## config.mk

```make
export PLATFORM = sky130hd
export DESIGN_NAME = sam_pro_flat
export DESIGN_NICKNAME = d
export VERILOG_FILES = /design/src/rtl/sam_pro_pkg.sv /design/src/rtl/sam_pro_if.sv /design/src/rtl/sam_pro_lut.sv /design/src/rtl/sam_pro.sv /design/src/flat_wrapper.sv
export SDC_FILE = /design/constraint.sdc
export NUM_CORES = 1
export LEC_CHECK = 0
export BUFFER_PORTS_ARGS = -buffer_cell sky130_fd_sc_hd__clkbuf_2
export CAP_MARGIN = 20
export CORE_AREA = 8 8 45 47
export DETAILED_ROUTE_END_ITERATION = 12
export DIE_AREA = 0 0 53 55
export PLACE_DENSITY = 0.68
export SKIP_LAST_GASP = 1
export SYNTH_ARGS = -nofsm -noshare
export SYNTH_HDL_FRONTEND = slang
export SYNTH_SLANG_ARGS = --single-unit
```

## constraint.sdc

```tcl
create_clock -name clk -period 1.5 [get_ports clk]
set_input_delay 0.3 -clock clk [delete_from_list [all_inputs] [get_ports clk]]
set_output_delay 0.3 -clock clk [all_outputs]
set_load 0.1 [all_outputs]
```

## src/rtl/sam_pro_pkg.sv

```systemverilog
// Shared types and helpers for the sam_pro programmable 3-input logic cell.
// A truth table is indexed by {a,b,c}; bit i is the function value at index i.
package sam_pro_pkg;

    typedef logic [7:0] tt_t;
    typedef logic [2:0] idx_t;

    // Power-on function: ~b & (a | ~c)
    localparam tt_t TT_SILLY = 8'b0011_0001;

    function automatic logic tt_eval(input tt_t tt, input idx_t idx);
        logic bit_v;
        bit_v = 1'b0;
        case (idx)
            3'd0:    bit_v = tt[0];
            3'd1:    bit_v = tt[1];
            3'd2:    bit_v = tt[2];
            3'd3:    bit_v = tt[3];
            3'd4:    bit_v = tt[4];
            3'd5:    bit_v = tt[5];
            3'd6:    bit_v = tt[6];
            3'd7:    bit_v = tt[7];
            default: bit_v = 1'b0;
        endcase
        return bit_v;
    endfunction

endpackage

```

## src/rtl/sam_pro_if.sv

```systemverilog
// Bundle of function inputs, table-load controls and results for sam_pro.
interface sam_pro_if;
    import sam_pro_pkg::*;

    logic a;
    logic b;
    logic c;
    logic in_valid;
    logic tt_load;
    tt_t  tt_data;
    logic y_comb;
    logic y;
    logic y_valid;

    modport master (
        output a, b, c, in_valid, tt_load, tt_data,
        input  y_comb, y, y_valid
    );

    modport slave (
        input  a, b, c, in_valid, tt_load, tt_data,
        output y_comb, y, y_valid
    );

endinterface

```

## src/rtl/sam_pro_lut.sv

```systemverilog
// 8:1 selection of one truth-table bit by the 3-bit input index.
module sam_pro_lut
    import sam_pro_pkg::*;
(
    input  tt_t  tt,
    input  idx_t idx,
    output logic f
);

    // Pure mux; no state, so the result follows tt and idx with no clock
    always_comb begin
        f = tt_eval(tt, idx);
    end

endmodule

```

## src/rtl/sam_pro.sv

```systemverilog
// Programmable 3-input Boolean cell: run-time reloadable truth table with a
// zero-latency result and a one-cycle registered result qualified by y_valid.
module sam_pro
    import sam_pro_pkg::*;
#(
    parameter tt_t TT_DEFAULT = TT_SILLY
)
(
    input  logic     clk,
    input  logic     rst_n,
    sam_pro_if.slave bus
);

    tt_t  tt_r;
    idx_t idx_s;
    logic f_s;
    logic y_r;
    logic y_valid_r;

    assign idx_s = {bus.a, bus.b, bus.c};

    sam_pro_lut u_lut (
        .tt  (tt_r),
        .idx (idx_s),
        .f   (f_s)
    );

    // Truth-table register; a load becomes visible only after the edge
    always_ff @(posedge clk or negedge rst_n) begin
        if (!rst_n) begin
            tt_r <= TT_DEFAULT;
        end else if (bus.tt_load) begin
            tt_r <= bus.tt_data;
        end else begin
            tt_r <= tt_r;
        end
    end

    // Registered result samples the pre-load table when load and valid coincide
    always_ff @(posedge clk or negedge rst_n) begin
        if (!rst_n) begin
            y_r       <= 1'b0;
            y_valid_r <= 1'b0;
        end else begin
            y_valid_r <= bus.in_valid;
            if (bus.in_valid) begin
                y_r <= f_s;
            end else begin
                y_r <= y_r;
            end
        end
    end

    assign bus.y_comb  = f_s;
    assign bus.y       = y_r;
    assign bus.y_valid = y_valid_r;

endmodule

```

## src/flat_wrapper.sv

```systemverilog
// flat-port wrapper written by rule: the top's interface ports become plain ports
module sam_pro_flat import sam_pro_pkg::*;
#(
    parameter tt_t TT_DEFAULT = TT_SILLY
)
  (clk, rst_n, bus_a, bus_b, bus_c, bus_in_valid, bus_tt_load, bus_tt_data, bus_y_comb, bus_y, bus_y_valid);
  sam_pro_if bus_i ();
  input  logic clk;
  input  logic rst_n;
  input wire logic [$bits(bus_i.a)-1:0] bus_a;
  input wire logic [$bits(bus_i.b)-1:0] bus_b;
  input wire logic [$bits(bus_i.c)-1:0] bus_c;
  input wire logic [$bits(bus_i.in_valid)-1:0] bus_in_valid;
  input wire logic [$bits(bus_i.tt_load)-1:0] bus_tt_load;
  input wire logic [$bits(bus_i.tt_data)-1:0] bus_tt_data;
  output wire logic [$bits(bus_i.y_comb)-1:0] bus_y_comb;
  output wire logic [$bits(bus_i.y)-1:0] bus_y;
  output wire logic [$bits(bus_i.y_valid)-1:0] bus_y_valid;
  assign bus_i.a = bus_a;
  assign bus_i.b = bus_b;
  assign bus_i.c = bus_c;
  assign bus_i.in_valid = bus_in_valid;
  assign bus_i.tt_load = bus_tt_load;
  assign bus_i.tt_data = bus_tt_data;
  assign bus_y_comb = bus_i.y_comb;
  assign bus_y = bus_i.y;
  assign bus_y_valid = bus_i.y_valid;
  sam_pro #(.TT_DEFAULT(TT_DEFAULT)) u_core (.clk(clk), .rst_n(rst_n), .bus(bus_i));
endmodule
```

==> impl_metrics.ini, run 1 <==
[sta]
fin_skew_ps = 3.222
min_period_ps = 1930
setup_viol = 1
tns_ps = -430.3
maxSlewHeadroom = 0.6422
hold_viol_final = 0
fin_crit_sh = 1.287
worst_pin_slew_ps = 539.0
max_freq_mhz = 518.1
whs_ps = 169.4
drv_slew = 0
rsz0062_at_grt = yes
fin_ws_ps = -430.3

[cts]
post_cts_resized = 0
clockBufferDepth = 2
cts_tree = yes
worstSkewPairLatency_ps = 260
h-tree-depth = 1
post-cts-setup-buffers = 0
root_buffer = clkbuf_4
clock_sinks = 10
cts_buffers = 3
cts.reportedPaths.clkPinSlew_ps = 70

[layout]
layout-drive-gt1-share = 0.6458
fin_cells = 64
area_delta_synth_final_pct = 35.90
final_util = 0.4313
design_area_um2 = 596.8
antenna_cells = 0
nets = 64

[power]
peakVddDrop_uv = 542.6
p_total_mw = 0.7687
cellLeakagePower_nw = 0.2880
powerDensity_nw_per_um2 = 1288

[synth]
synth_xor_xnor_area_share = 0
yosys.area_share.simple = 0
ys.flop_type = dfrtp_1
synth_mux_area_frac = 0.3704
yosys-top-cells-count = dfrtp_1 (7), mux2_2 (5), mux2i_1 (5)
syn_area_um2 = 439.2
synth_edf_count = 0
synth_compound_area_frac = 0
yosysSeqAreaShare = 0.5783
synth_top_area_cell = dfrtp_1
synthAdderAreaFrac = 0
yosysMostFrequentCell = dfrtp_1
synth_area_per_cell_um2 = 15.68
async_reset_ff_frac = 1.000
synth_top_family_by_area = multiplexers
synth_top_area_frac = 0.3989
yosys-top-cells-area = dfrtp_1 (40%), dfstp_2 (18%), mux2_2 (13%)
ys_ff_latch = 10
synth_fp_nets = 43
synthCells = 28
synth_cell_types = 9
yosysWarnings = 0

[critical_path]
critPathLaunchType = register
cpPeakStageDelay_ps = 530
timing.rr.start = u_core.tt_r[5]
worstPathArrival_ps = 1630
regToRegEndpoint = u_core.bus.y
cp-end-kind = output pin
path_class = reg -> out
r2r_slack_ps = 180
critPathMaxFanout = 2
crit_required_ps = 1200
cp_slowest_cell = dfstp_2
reg2reg_depth = 3
crit_chain = mux2i_1, mux4_2, clkinvlp_4, buf_12

[route]
num_vias = 284
viasPerCell = 4.438
wl_um = 833
route.detailed.drc = 0
drt_iter0_markers = 1
postRouteAntennaNets = 0
first_pass_iters = 2
wl_per_cell_um = 13.02

[placement]
gp_congestion = 0.6765
dp_cells = 59
port_buffers = 17
dp_slack_ps = -159.2
post_dp_cell_area_um2 = 550.5

[run_status]
violations = setup timing
status = finished, violations left

[worst_hold_path]
min_path_type = in -> reg
min_from = bus_in_valid
hold_depth = 1
hold_end = u_core.bus.y_valid

[global_route]
grt_max_degree = 11
grtUsageTotal = 0.07178
grt_pass1_wl_um = 1483
grt_pass1_vias = 348
antenna_found_initial = 0
grt_overflow = 0

[floorplan]
io_pins = 18
dieArea_um2 = 2915
die_width_um = 53
initial_core_util = 0.3174
die_h_um = 55
core_um2 = 1384
num_rows = 14

[flow_run]
maxCapViolCount = 0
## state kept, by name, summed over array words and instances, names as in the netlist
register,cells
u_core.tt_r,8
u_core.bus.y,1
u_core.bus.y_valid,1
## kinds of logic after synthesis
group | after synthesis
buffers and inverters | 4
flip-flops | 10
multiplexers | 14
## layer usage
| layer | wire length (um) | global-route usage | up-vias |
|---|---|---|---|
| met4 | 0 | 0.05172 | 0 |
| met3 | 102 | 0.04278 | 0 |
| met2 | 417 | 0.1035 | 11 |
| met5 | 0 | 0 | - |
| met1 | 313 | 0.07668 | 137 |
| li1 | - | - | 136 |
## critical path, delay by kind of cell, from the launching register on
| family | cells | cell delay [ps] |
|---|---|---|
| buffers and inverters | 2 | 270 |
| muxes | 2 | 570 |
| DFF | 1 | 530 |
## worst max-delay path by stage
stage	endpoint	slack, ps	depth (start not counted)	from
global route	bus_y_comb	-500	4	u_core.tt_r[4]
finish	bus_y_comb	-430	4	u_core.tt_r[5]
detailed placement	bus_y_comb	-160	5	bus_c
CTS	bus_y_comb	-450	4	u_core.tt_r[5]
global placement	bus_y_comb	-150	5	bus_c
floorplan	bus_y_comb	-190	3	u_core.tt_r[0]
## placed cells by master (no fill, tap or decap)
master,instances
buf_12,1
inv_1,1
mux2_2,5
mux2_1,3
dfstp_2,3
mux4_2,1
clkbuf_2,15
mux2i_1,5
dlygate4sd3_1,1
clkbuf_8,1
clkbuf_4,3
clkinvlp_4,1
buf_4,1
dfrtp_1,7
## timing repair
action | in CTS | in global routing
hold buffers | 1 | 0
pin swaps | 0 | 0
endpoints found under the setup margin | 1 | 1
hold endpoints to repair | 7 | 0
## area by class of cell
type	count	area (um2)
Sequential cell	10	254.0
Multi-Input combinational cell	14	162.7
Inverter	2	11.26
Tap cell	16	20.02
Fill cell	146	787.0
Timing Repair Buffer	18	112.6
Clock buffer	4	36.28
## where the power goes
part / internal (mW) / leakage (nW) / switching (mW) / total [mW]
registers: 0.305 / 0.113 / 0.0142 / 0.319
clock network: 0.147 / 0.0210 / 0.0923 / 0.239
logic: 0.0776 / 0.154 / 0.133 / 0.210
total: 0.529 / 0.288 / 0.239 / 0.769
(Power assumes the default switching activity.)
==> inputs of run 2 (changes only) <==
==> constraint.sdc (replaced) <==
create_clock -name clk -period 1.5 [get_ports clk]
set_input_delay 0.225 -clock clk [delete_from_list [all_inputs] [get_ports clk]]
set_output_delay 0.225 -clock clk [all_outputs]
set_load 0.1 [all_outputs]
==> run 2 against run 1 <==
  * The flow still finishes with violations (setup timing)
  * Hold slack got worse by 81 ps
  * Final area fell by 0.42%
  * Global-route usage is 0.22 points lower
  * Critical path depth unchanged
  * Largest cell class unchanged
==> impl_metrics.ini, run 2 (same netlist as run 1, synthesis figures left out) <==
[placement]
hpwlAfterDp_um = 673.3
port_buffers = 17
gp_congestion = 0.6680

[floorplan]
dieArea_um2 = 2915
num_rows = 14
core_um2 = 1384
initial_core_util = 0.3174
die_width_um = 53
io_pins = 18
die_h_um = 55

[layout]
final_common_cell = clkbuf_2
antenna_cells = 0
final_util = 0.4295
area_delta_synth_final_pct = 35.33
nets = 64
regMostFlops = u_core.tt_r
multi_input_area_um2 = 162.7
layout_common_cells = clkbuf_2 (16), dfrtp_1 (7), mux2i_1 (5), mux2_2 (5)
fillers = 142
regArea_um2 = 254.0
layout-drive-gt1-share = 0.6458
largest_reg_flops = 8

[sta]
fin_crit_sh = 1.236
min_period_ps = 1854
fin_skew_ps = 0.3935
worst_pin_slew_ps = 544.4
fin_ws_ps = -353.6
max_freq_mhz = 539.5
maxSlewHeadroom = 0.6386
setup_viol = 1
hold_viol_final = 0
rsz0062_at_grt = yes
drv_slew = 0

[route]
first_pass_iters = 1
num_vias = 283
postRouteAntennaNets = 0
drt_iter0_markers = 0
wl_per_cell_um = 12.86
wl_um = 823
viasPerCell = 4.422
route.detailed.drc = 0

[worst_hold_path]
hold_depth = 1
min_from = bus_in_valid
min_path_type = in -> reg

[cts]
post-cts-setup-buffers = 0
clock_sinks = 10
worstSkewPairLatency_ps = 260
root_buffer = clkbuf_4
post_cts_resized = 0
clockBufferDepth = 2
cts.reportedPaths.clkPinSlew_ps = 70
h-tree-depth = 1
cts_tree = yes
cts_buffers = 3

[flow_run]
maxCapViolCount = 0

[power]
cellLeakagePower_nw = 0.2873
powerDensity_nw_per_um2 = 1290
peakVddDrop_uv = 517.6
p_total_mw = 0.7669

[global_route]
grt_pass1_vias = 340
antenna_found_initial = 0
grt_max_degree = 11
grt_overflow = 0
grt_pass1_wl_um = 1407
grtUsageTotal = 0.06957

[critical_path]
path_class = reg -> out
worstPathArrival_ps = 1630
critPathMaxFanout = 2
critPathLaunch = u_core.tt_r[4]
cp-end-kind = output pin
timing.rr.start = u_core.tt_r[4]
crit_required_ps = 1270
reg2reg_depth = 3
critPathLaunchType = register

[run_status]
violations = setup timing
status = finished, violations left
[run 2: repair_timing]
item | CTS | global route
endpoints found under the hold margin | 7 | 0
hold buffers | 1 | 0
pin swaps | 0 | 0
setup endpoints to repair | 1 | 1
[run 2: metal layers]
metal	track usage	part of all wire
met1	0.07199	0.40
met2	0.1016	0.49
met3	0.04278	0.12
met4	0.05172	0
met5	0	0
[run 2: cell type report]
class / count / share of cell area
Clock buffer: 4 / 0.06105
Inverter: 2 / 0.01895
Sequential cell: 10 / 0.4274
Tap cell: 16 / 0.03368
Multi-Input combinational cell: 14 / 0.2737
Timing Repair Buffer: 18 / 0.1853
[run 2: critical path, stage by stage, from the launching register on]
cell and delay, ps:
dfstp_2 530, mux2i_1 70, mux4_2 490, clkinvlp_4 110
buf_12 170
[run 2: final timing paths]
check	to	slack (ps)
max	bus_y_comb	-350
min in group asynchronous	u_core.tt_r[6]	350
max reg2reg	u_core.bus.y	190
min	u_core.bus.y_valid	90
min reg2reg	u_core.tt_r[6]	490
max in group asynchronous	u_core.tt_r[5]	890
[run 2: stage by stage]
stage	hold slack (ps)	instances	worst slack, ps	setup TNS, ps	area [um2]
floorplan	-70.59	28	-118.8	-118.8	442.9
global placement	101.1	59	-68.20	-68.20	548.0
detailed placement	102.2	59	-70.30	-70.30	548.0
CTS	75.27	64	-372.7	-372.7	594.3
global route	73.94	64	-416.0	-416.0	594.3
finish	88.19	64	-353.6	-353.6	594.3
[run 2: power by group]
part | switching [mW] | internal [mW]
Clock | 0.0943 | 0.147
Sequential | 0.0136 | 0.305
Combinational | 0.133 | 0.0738
==> inputs of run 3 (changes only) <==
PLACE_DENSITY = 0.7   (was 0.68)
SYNTH_HIERARCHICAL = 1   (was not set)
TNS_END_PERCENT = 1   (was not set)
==> run 3 against run 2 <==
  * Synthesized cell count down 18%
  * Sequential power about the same
  * Area after synthesis up 4.8%
  * The run still ends with setup timing left
==> impl_metrics.ini, run 3 <==
[cts]
root_buffer = clkbuf_4
h-tree-depth = 1
cts.reportedPaths.clkPinSlew_ps = 70
post_cts_resized = 0
clock_sinks = 10
cts_tree = yes
worstSkewPairLatency_ps = 280
cts_buffers = 3
clockBufferDepth = 2

[layout]
design_area_um2 = 653.1
fin_cells = 65
layout_common_cells = clkbuf_2 (16), mux2_4 (10), dfrtp_1 (7)
regMostFlops = u_core/tt_r
antenna_cells = 0
fillers = 131
final_util = 0.4720
final_common_cell = clkbuf_2
nets = 65
layout-drive-gt1-share = 0.8367
largest_reg_flops = 8
area_delta_synth_final_pct = 41.85

[route]
viasPerCell = 4.600
postRouteAntennaNets = 0
first_pass_iters = 1
drt_iter0_markers = 0
num_vias = 299
route.detailed.drc = 0
wl_per_cell_um = 14.51
wl_um = 943

[synth]
synth_top_area_cell = dfrtp_1
yosysWarnings = 6
async_reset_ff_frac = 1.000
synth_edf_count = 0
synthCells = 23
ys_ff_latch = 10
yosysMostFrequentCell = mux2_4
synth_area_per_cell_um2 = 20.02
yosysSeqAreaShare = 0.5516
synth_cell_types = 6
yosys-top-cells-area = dfrtp_1 (38%), mux2_4 (26%), dfstp_2 (17%)
syn_area_um2 = 460.4
synth_top_area_frac = 0.3804
synth_fp_nets = 38
yosys-top-cells-count = mux2_4 (8), dfrtp_1 (7), dfstp_2 (3)
ys.flop_type = dfrtp_1

[floorplan]
die_width_um = 53
initial_core_util = 0.3327
dieArea_um2 = 2915
core_um2 = 1384
io_pins = 18
die_h_um = 55
num_rows = 14

[critical_path]
worstPathArrival_ps = 1580
reg2reg_depth = 4
crit_chain = mux4_2, mux2_4, buf_12
critPathLaunchType = register
critPathLaunch = u_core/tt_r[7]
critPathMaxFanout = 2
cp_slowest_cell = mux4_2
path_buf_inv = 1
crit_required_ps = 1270
regToRegEndpoint = u_core/bus.y
cpPeakStageDelay_ps = 460
crit_end = bus_y_comb
timing.rr.start = u_core/tt_r[7]
path_depth = 3
critPathTopFamily = multiplexers
cp-end-kind = output pin
r2r_slack_ps = -120
path_class = reg -> out

[global_route]
grt_pass1_vias = 336
grt_max_degree = 11
grtUsageTotal = 0.07960
grt_overflow = 0
antenna_found_initial = 0
grt_pass1_wl_um = 1497

[run_status]
status = finished, violations left
violations = setup timing

[power]
cellLeakagePower_nw = 0.3333
powerDensity_nw_per_um2 = 1255
peakVddDrop_uv = 416.6

[sta]
whs_ps = 89.89
worst_pin_slew_ps = 541.4
min_period_ps = 1801
max_freq_mhz = 555.2
drv_slew = 0
fin_ws_ps = -301.3
rsz0062_at_grt = yes
setup_viol = 2
fin_skew_ps = 1.588
hold_viol_final = 0
maxSlewHeadroom = 0.6406
fin_crit_sh = 1.201

[placement]
dp_cells = 57
gp_congestion = 0.7286
dp_slack_ps = -27.02
hpwlAfterDp_um = 688.9
port_buffers = 17
post_dp_cell_area_um2 = 584.3

[flow_run]
maxCapViolCount = 0

[worst_hold_path]
min_path_type = in -> reg
==> run 3: cell type report <==
class,count,area [um2],area share
clock buffers,4,36.28,0.05556
flip-flops and latches,10,254.0,0.3889
well taps,16,20.02,0.03065
multi-input cells,12,195.2,0.2989
repair buffers,23,147.6,0.2261
==> run 3: routing by layer <==
| layer | global-route usage | up-vias | wire length [um] |
|---|---|---|---|
| met2 | 0.1172 | 14 | 459 |
| met3 | 0.05882 | 5 | 125 |
| met5 | 0 | - | 0 |
| li1 | - | 135 | - |
| met4 | 0.07759 | 0 | 42 |
| met1 | 0.06907 | 145 | 316 |
==> run 3: power by group <==
group	leakage, nW	switching (mW)	internal, mW
clock	0.0210	0.102	0.148
sequential	0.113	0.0153	0.305
combinational	0.199	0.134	0.115
==> run 3: how the worst min path moves through the flow <==
| stage | from | endpoint | slack (ps) | cells past startpoint |
|---|---|---|---|---|
| 6_report | bus_in_valid | u_core/bus.y_valid | 90 | 1 |
| 5_1_grt | bus_in_valid | u_core/bus.y_valid | 80 | 1 |
| 4_1_cts | bus_in_valid | u_core/bus.y_valid | 80 | 1 |
| 3_5_place_dp | rst_n | u_core/tt_r[2] | 100 | 1 |
| 3_3_place_gp | rst_n | u_core/bus.y_valid | 100 | 1 |
| 2_1_floorplan | rst_n | u_core/bus.y | -70 | 0 |
==> run 3: kinds of logic (layout without fill, tap and decap cells) <==
group | after synthesis | in the layout | synth area share
buffers and inverters | 1 | 27 | 0.02445
DFF | 10 | 10 | 0.5516
muxes | 12 | 12 | 0.4239
==> run 3: through the flow <==
step,TNS [ps],power [mW]
final,-425.7,0.8194
after global routing,-493.8,0.8605
after CTS,-441.1,0.8270
after detailed placement,-40.46,0.5583
after global placement,-21.10,0.5554
after floorplan,-124.5,0.4875
==> run 3: what timing repair did <==
item | CTS | global route
setup endpoints to repair | 2 | 2
hold endpoints to repair | 7 | 0
setup buffers | 1 | 2
hold buffers | 1 | 0
